### config.mk
export PLATFORM = sky130hd
export DESIGN_NAME = counter_bank
export DESIGN_NICKNAME = d
export VERILOG_FILES = /design/src/rtl/counter_bank_pkg.sv /design/src/rtl/counter_bank_channel.sv /design/src/rtl/counter_bank.sv
export SDC_FILE = /design/constraint.sdc
export NUM_CORES = 1
export LEC_CHECK = 0
export CAP_MARGIN = 20
export CORE_MARGIN = 5
export CORE_UTILIZATION = 59
export DETAILED_ROUTE_END_ITERATION = 7
export GPL_TIMING_DRIVEN = 0
export PLACE_DENSITY_LB_ADDON = 0.12
export SYNTH_ARGS = -nofsm -noshare
export SYNTH_HDL_FRONTEND = slang
export SYNTH_SLANG_ARGS = --single-unit
### constraint.sdc
create_clock -name clk_i -period 2.85 [get_ports clk_i]
set_input_delay 0.57 -clock clk_i [delete_from_list [all_inputs] [get_ports clk_i]]
set_output_delay 0.57 -clock clk_i [all_outputs]
set_load 0.05 [all_outputs]
### src/rtl/counter_bank_pkg.sv
// ============================================================================
// Module  : counter_bank_pkg
// Brief   : Shared arithmetic-mode constants and select-width helper.
// Revision: 1.0
// ============================================================================
`default_nettype none

package counter_bank_pkg;

    localparam int c_MODE_WRAP = 0;
    localparam int c_MODE_SAT  = 1;

    // Smallest select width able to address n channels (never below 1).
    function automatic int sel_width_for(input int n);
        int w;
        w = 1;
        for (int k = 1; k < 31; k++) begin
            if ((1 << w) < n) w = k + 1;
        end
        return w;
    endfunction

endpackage

`default_nettype wire

### src/rtl/counter_bank_channel.sv
// ============================================================================
// Module  : counter_bank_channel
// Brief   : One counter with sticky over/underflow flag and update priority.
// Revision: 1.0
// ============================================================================
`default_nettype none

module counter_bank_channel
    import counter_bank_pkg::*;
#(
    parameter int WIDTH       = 8,
    parameter int SATURATE    = c_MODE_WRAP,
    parameter int RESET_VALUE = 0
) (
    input  logic             clk_i,
    input  logic             rst_i,
    input  logic             inc_i,
    input  logic             dec_i,
    input  logic             clr_i,
    input  logic             rdclr_i,
    output logic [WIDTH-1:0] cnt_o,
    output logic             ovf_o
);

    localparam logic [WIDTH-1:0] c_RST = WIDTH'(RESET_VALUE);
    localparam logic [WIDTH-1:0] c_MAX = '1;
    localparam logic             c_SAT = (SATURATE == c_MODE_SAT);

    logic [WIDTH-1:0] cnt_q, cnt_d;
    logic             ovf_q, ovf_d;
    logic [WIDTH-1:0] w_base, w_next;
    logic             w_base_ovf, w_hit;

    always_comb begin
        w_base     = cnt_q;
        w_base_ovf = ovf_q;
        w_hit      = 1'b0;
        // Read-clear restarts from RESET_VALUE so this cycle's strobe still counts.
        if (rdclr_i) begin
            w_base     = c_RST;
            w_base_ovf = 1'b0;
        end
        w_next = w_base;
        if (inc_i && !dec_i) begin
            if (w_base == c_MAX) begin
                w_hit  = 1'b1;
                w_next = c_SAT ? c_MAX : '0;
            end else begin
                w_next = w_base + WIDTH'(1);
            end
        end else if (dec_i && !inc_i) begin
            if (w_base == '0) begin
                w_hit  = 1'b1;
                w_next = c_SAT ? '0 : c_MAX;
            end else begin
                w_next = w_base - WIDTH'(1);
            end
        end
        if (clr_i) begin
            cnt_d = c_RST;
            ovf_d = 1'b0;
        end else begin
            cnt_d = w_next;
            ovf_d = w_base_ovf | w_hit;
        end
    end

    always_ff @(posedge clk_i) begin
        if (rst_i) begin
            cnt_q <= c_RST;
            ovf_q <= 1'b0;
        end else begin
            cnt_q <= cnt_d;
            ovf_q <= ovf_d;
        end
    end

    assign cnt_o = cnt_q;
    assign ovf_o = ovf_q;

endmodule

`default_nettype wire

### src/rtl/counter_bank.sv
// ============================================================================
// Module  : counter_bank
// Brief   : Bank of event counters with registered indexed read/clear port.
// Revision: 1.0
// ============================================================================
`default_nettype none

module counter_bank
    import counter_bank_pkg::*;
#(
    parameter int WIDTH        = 8,
    parameter int NUM_CHANNELS = 4,
    parameter int SATURATE     = c_MODE_WRAP,
    parameter int SEL_WIDTH    = 2,
    parameter int RESET_VALUE  = 0
) (
    input  logic                    clk_i,
    input  logic                    rst_i,
    input  logic [NUM_CHANNELS-1:0] inc_i,
    input  logic [NUM_CHANNELS-1:0] dec_i,
    input  logic [NUM_CHANNELS-1:0] clr_i,
    input  logic                    rd_valid_i,
    input  logic [SEL_WIDTH-1:0]    rd_sel_i,
    input  logic                    rd_clr_i,
    output logic [WIDTH-1:0]        rd_data_o,
    output logic                    rd_valid_o,
    output logic [NUM_CHANNELS-1:0] ovf_o
);

    generate
        if (WIDTH < 1 || NUM_CHANNELS < 1 || SEL_WIDTH < sel_width_for(NUM_CHANNELS)) begin : g_param_error
            $error("counter_bank: illegal WIDTH/NUM_CHANNELS/SEL_WIDTH");
        end
    endgenerate

    logic [NUM_CHANNELS-1:0][WIDTH-1:0] w_cnt;
    logic [NUM_CHANNELS-1:0]            w_rdclr;
    logic                               w_sel_ok;
    logic [WIDTH-1:0]                   w_rd_value;
    logic [WIDTH-1:0]                   rd_data_q;
    logic                               rd_valid_q;

    assign w_sel_ok = (32'(rd_sel_i) < NUM_CHANNELS);

    generate
        for (genvar i = 0; i < NUM_CHANNELS; i++) begin : g_ch
            assign w_rdclr[i] = rd_valid_i & rd_clr_i & w_sel_ok
                              & (rd_sel_i == SEL_WIDTH'(i));

            counter_bank_channel #(
                .WIDTH       (WIDTH),
                .SATURATE    (SATURATE),
                .RESET_VALUE (RESET_VALUE)
            ) u_channel (
                .clk_i   (clk_i),
                .rst_i   (rst_i),
                .inc_i   (inc_i[i]),
                .dec_i   (dec_i[i]),
                .clr_i   (clr_i[i]),
                .rdclr_i (w_rdclr[i]),
                .cnt_o   (w_cnt[i]),
                .ovf_o   (ovf_o[i])
            );
        end
    endgenerate

    // Out-of-range selects fall through to zero.
    always_comb begin
        w_rd_value = '0;
        for (int i = 0; i < NUM_CHANNELS; i++) begin
            if (w_sel_ok && rd_sel_i == SEL_WIDTH'(i)) w_rd_value = w_cnt[i];
        end
    end

    always_ff @(posedge clk_i) begin
        if (rst_i) begin
            rd_valid_q <= 1'b0;
            rd_data_q  <= '0;
        end else begin
            rd_valid_q <= rd_valid_i;
            if (rd_valid_i) rd_data_q <= w_rd_value;
        end
    end

    assign rd_data_o  = rd_data_q;
    assign rd_valid_o = rd_valid_q;

endmodule

`default_nettype wire

==> impl_results.md, run 1 <==
* Reg clk slew, reported paths at roughly 0.08 ns
* Initial antenna violation count at 0
* Routed Antenna Nets at 0
* Synth Net Count at about 520
* Sequential area share after synthesis at a little under a quarter
* Setup repair after global routing missed its margin: false
* WL/cell at around 17 um
* Post-DP Area at just over 4000 um2
* Clock Tree Root: clkbuf_8
* Total GRT Usage at roughly a quarter
* Synth Flop Type: dfxtp_1
* Total Power at between 1.5 and 2 mW
* CTS tree: built
* Cell Area, Synth at about 3800 um2
* Total Nets Final at 560
* Number of global-route vias before repair at 3610
* Setup crit start kind: input port
* Seq cells post-synth at between 40 and 50
* Post-synth EDFFs at 0
* Final Setup Violations at 0
* Warnings from Yosys at 0
* Final core occ at 68.3%
* Port Buffer Count at 27
* Clk sinks at 45
* Cells after synthesis at between 400 and 500
* I/O Pins at 31
* Core area at roughly 6300 um2
* WP data required at 3.07 ns
* Top cell type's share of synthesized area at about a quarter
* Die X at roughly 90 um
* Grt total ovfl at 0
* Count of final max-slew check failures at 0
* CTS buffer count at 5
* Final RePlAce weighted congestion at between 0.9 and 1
* Yosys top cell by area: dfxtp_1
* Pwr per Cell Area at 377 nW/um2
* Antenna diodes at 0
* Standard-cell rows at 29
* Die Area at between 8000 and 9000 um2
* Worst reg2reg path startpoint: g_ch[0].u_channel.cnt_o[2]
* Slew @ Worst Pin at roughly 0.58 ns
* DPL Wire Length at between 7000 and 8000 um
* Synth top cells by count: 47 x nand2_1, 45 x dfxtp_1, 41 x a21oi_1, 34 x nor2_1, 28 x clkbuf_1
* Critical Path Sink Type: flip-flop
* Final instance area at roughly 4300 um2
* Mean Syn Cell Area at about 7.7 um2
* Final worst path period need at roughly 2.7 ns
* Pleak at about 1.7 nW
* Top-count cell post-synth: nand2_1
* Drc violations at 0
* DR vias at around 4k
* Final hold vios at 0
* Max Cap Viol at 0
* CTS Buffer Depth at 2
* Worst Path Max Fanout at 10
* Htree depth at 2
* VDD IR max at 0.000247 V
* Die height at ~90 um
* Starting DRC count in detailed routing at ~260
* Outcome: finished, final reports clean
* Initial Util at 60.2%
* Top cells by area, synth: dfxtp_1 24%, a21oi_1 5.4%, mux4_2 4.8%
* Layout cells sized above 1 at between 9 and 10%
* Share of synthesized registers carrying an async set or reset at 0%
* Fmax at 0.373 GHz
* DRT Wirelength at around 10000 um
* Yosys cell types at 64
* Crit path DAT at roughly 2.9 ns
* Clock Skews at 0.00709 ns
* Clock Latency Late Sink at about 0.3 ns
* P&R area growth vs syn at 13.5%
* Period utilisation layout at 94.0%
* Worst Setup Path Type: in2reg
* Worst hold path class: reg2reg
* Largest net degree at the start of global routing at 14
* Crit path from: rd_sel_i[0]
* First-pass GRT wire length at between 15000 and 20000 um
* CTS Hold Buffers Added at 0
* Hold path start: rd_data_o[7]
* Drt first pass iters at 5
* Vias/cell at 6.53
* Max_slew headroom at around three fifths
[cell usage in the layout, fill, tap and decap left out, drive strengths merged, types with 11 or more instances in the layout]
master / synthesis / final
a21oi: 41 / 41
buf: 15 / 18
clkbuf: 28 / 35
clkdlybuf4s50: 0 / 25
dfxtp: 45 / 45
ha: 12 / 12
inv: 13 / 13
nand2: 47 / 47
nand3: 18 / 18
nor2: 34 / 34
nor3: 15 / 15
o211ai: 11 / 11
o21ai: 25 / 25
[path summary, 6_finish.rpt]
| kind | end | slack (ns) | depth (start not counted) |
|---|---|---|---|
| setup / recovery | g_ch[0].u_channel.cnt_o[7] | 0.17 | 11 |
| hold / removal | rd_data_o[7] | 0.51 | 2 |
| setup reg to reg | g_ch[0].u_channel.cnt_o[5] | 0.75 | 6 |
| hold reg to reg | rd_data_o[7] | 0.51 | 2 |
[timing repair]
item	CTS	global route
gates resized for setup	10	0
buffers inserted	3	0
setup endpoints to repair	15	0
[state kept, by name, indices dropped and copies added, names as in the netlist]
signal,count
g_ch.u_channel.cnt_o,32
g_ch.u_channel.ovf_o,4
rd_data_o,8
rd_valid_o,1
[report_power, final]
group	leakage (nW)	switching, mW	internal, mW
combinational	1.27	0.285	0.202
clock	0.0542	0.220	0.220
sequential	0.367	0.0322	0.658
[stage by stage]
| stage | setup TNS [ns] | hold WS (ns) | worst slack, ns | cells |
|---|---|---|---|---|
| after CTS | 0 | 0.514 | 0.187 | 608 |
| after detailed placement | -9.31 | 0.489 | -0.643 | 597 |
| after floorplan | 0 | 0.522 | 0.250 | 493 |
| after global placement | -8.45 | 0.483 | -0.522 | 597 |
| after global routing | 0 | 0.540 | 0.0292 | 608 |
| final | 0 | 0.509 | 0.171 | 608 |
[metal layers]
metal | GRT usage (%) | wire [um] | up-vias
li1 | - | - | 1916
met1 | 33.2 | 4530 | 1875
met2 | 40.2 | 4820 | 163
met3 | 3.34 | 632 | 17
met4 | 7.07 | 156 | 0
met5 | 0 | 0 | -
[critical path, cell delays in order]
cell and delay (ns):
dlygate4sd2_1 0.30, nand4bb_1 0.24, clkbuf_4 0.21, nand2_2 0.12, inv_1 0.06, ha_1 0.23, nand3_1 0.12, nor2_1 0.06
or3_1 0.41, or4_1 0.48, o211ai_1 0.10
[kinds of logic after synthesis]
family	synth area share, %
AND/OR/NAND/NOR	29.0
adder cells (fa/ha/maj)	3.97
buffers and inverters	6.39
multiplexers	8.61
XOR/XNOR	3.71
AO/OA/AOI/OAI	24.5
flip-flops	23.8
[layout make-up]
type	instances	area, um2
fill	554	1990
clock buffer	7	96.3
sequential	45	901
tap	77	96.3
timing repair buffer	30	290
clock inverter	1	5.00
inverter	13	48.8
multi-input combinational	392	2650
buffer	43	199
Power figures use the tool's default switching activity.
==> run 2, diff against run 1 <==
--- a/config.mk
+++ b/config.mk
@@ -8,6 +8,7 @@
 export CAP_MARGIN = 20
 export CORE_MARGIN = 5
 export CORE_UTILIZATION = 59
+export CTS_CLUSTER_DIAMETER = 40
 export DETAILED_ROUTE_END_ITERATION = 7
 export GPL_TIMING_DRIVEN = 0
 export PLACE_DENSITY_LB_ADDON = 0.12
==> results of run 2 <==
The final DEF is identical to that of run 1; final timing and power are the same.
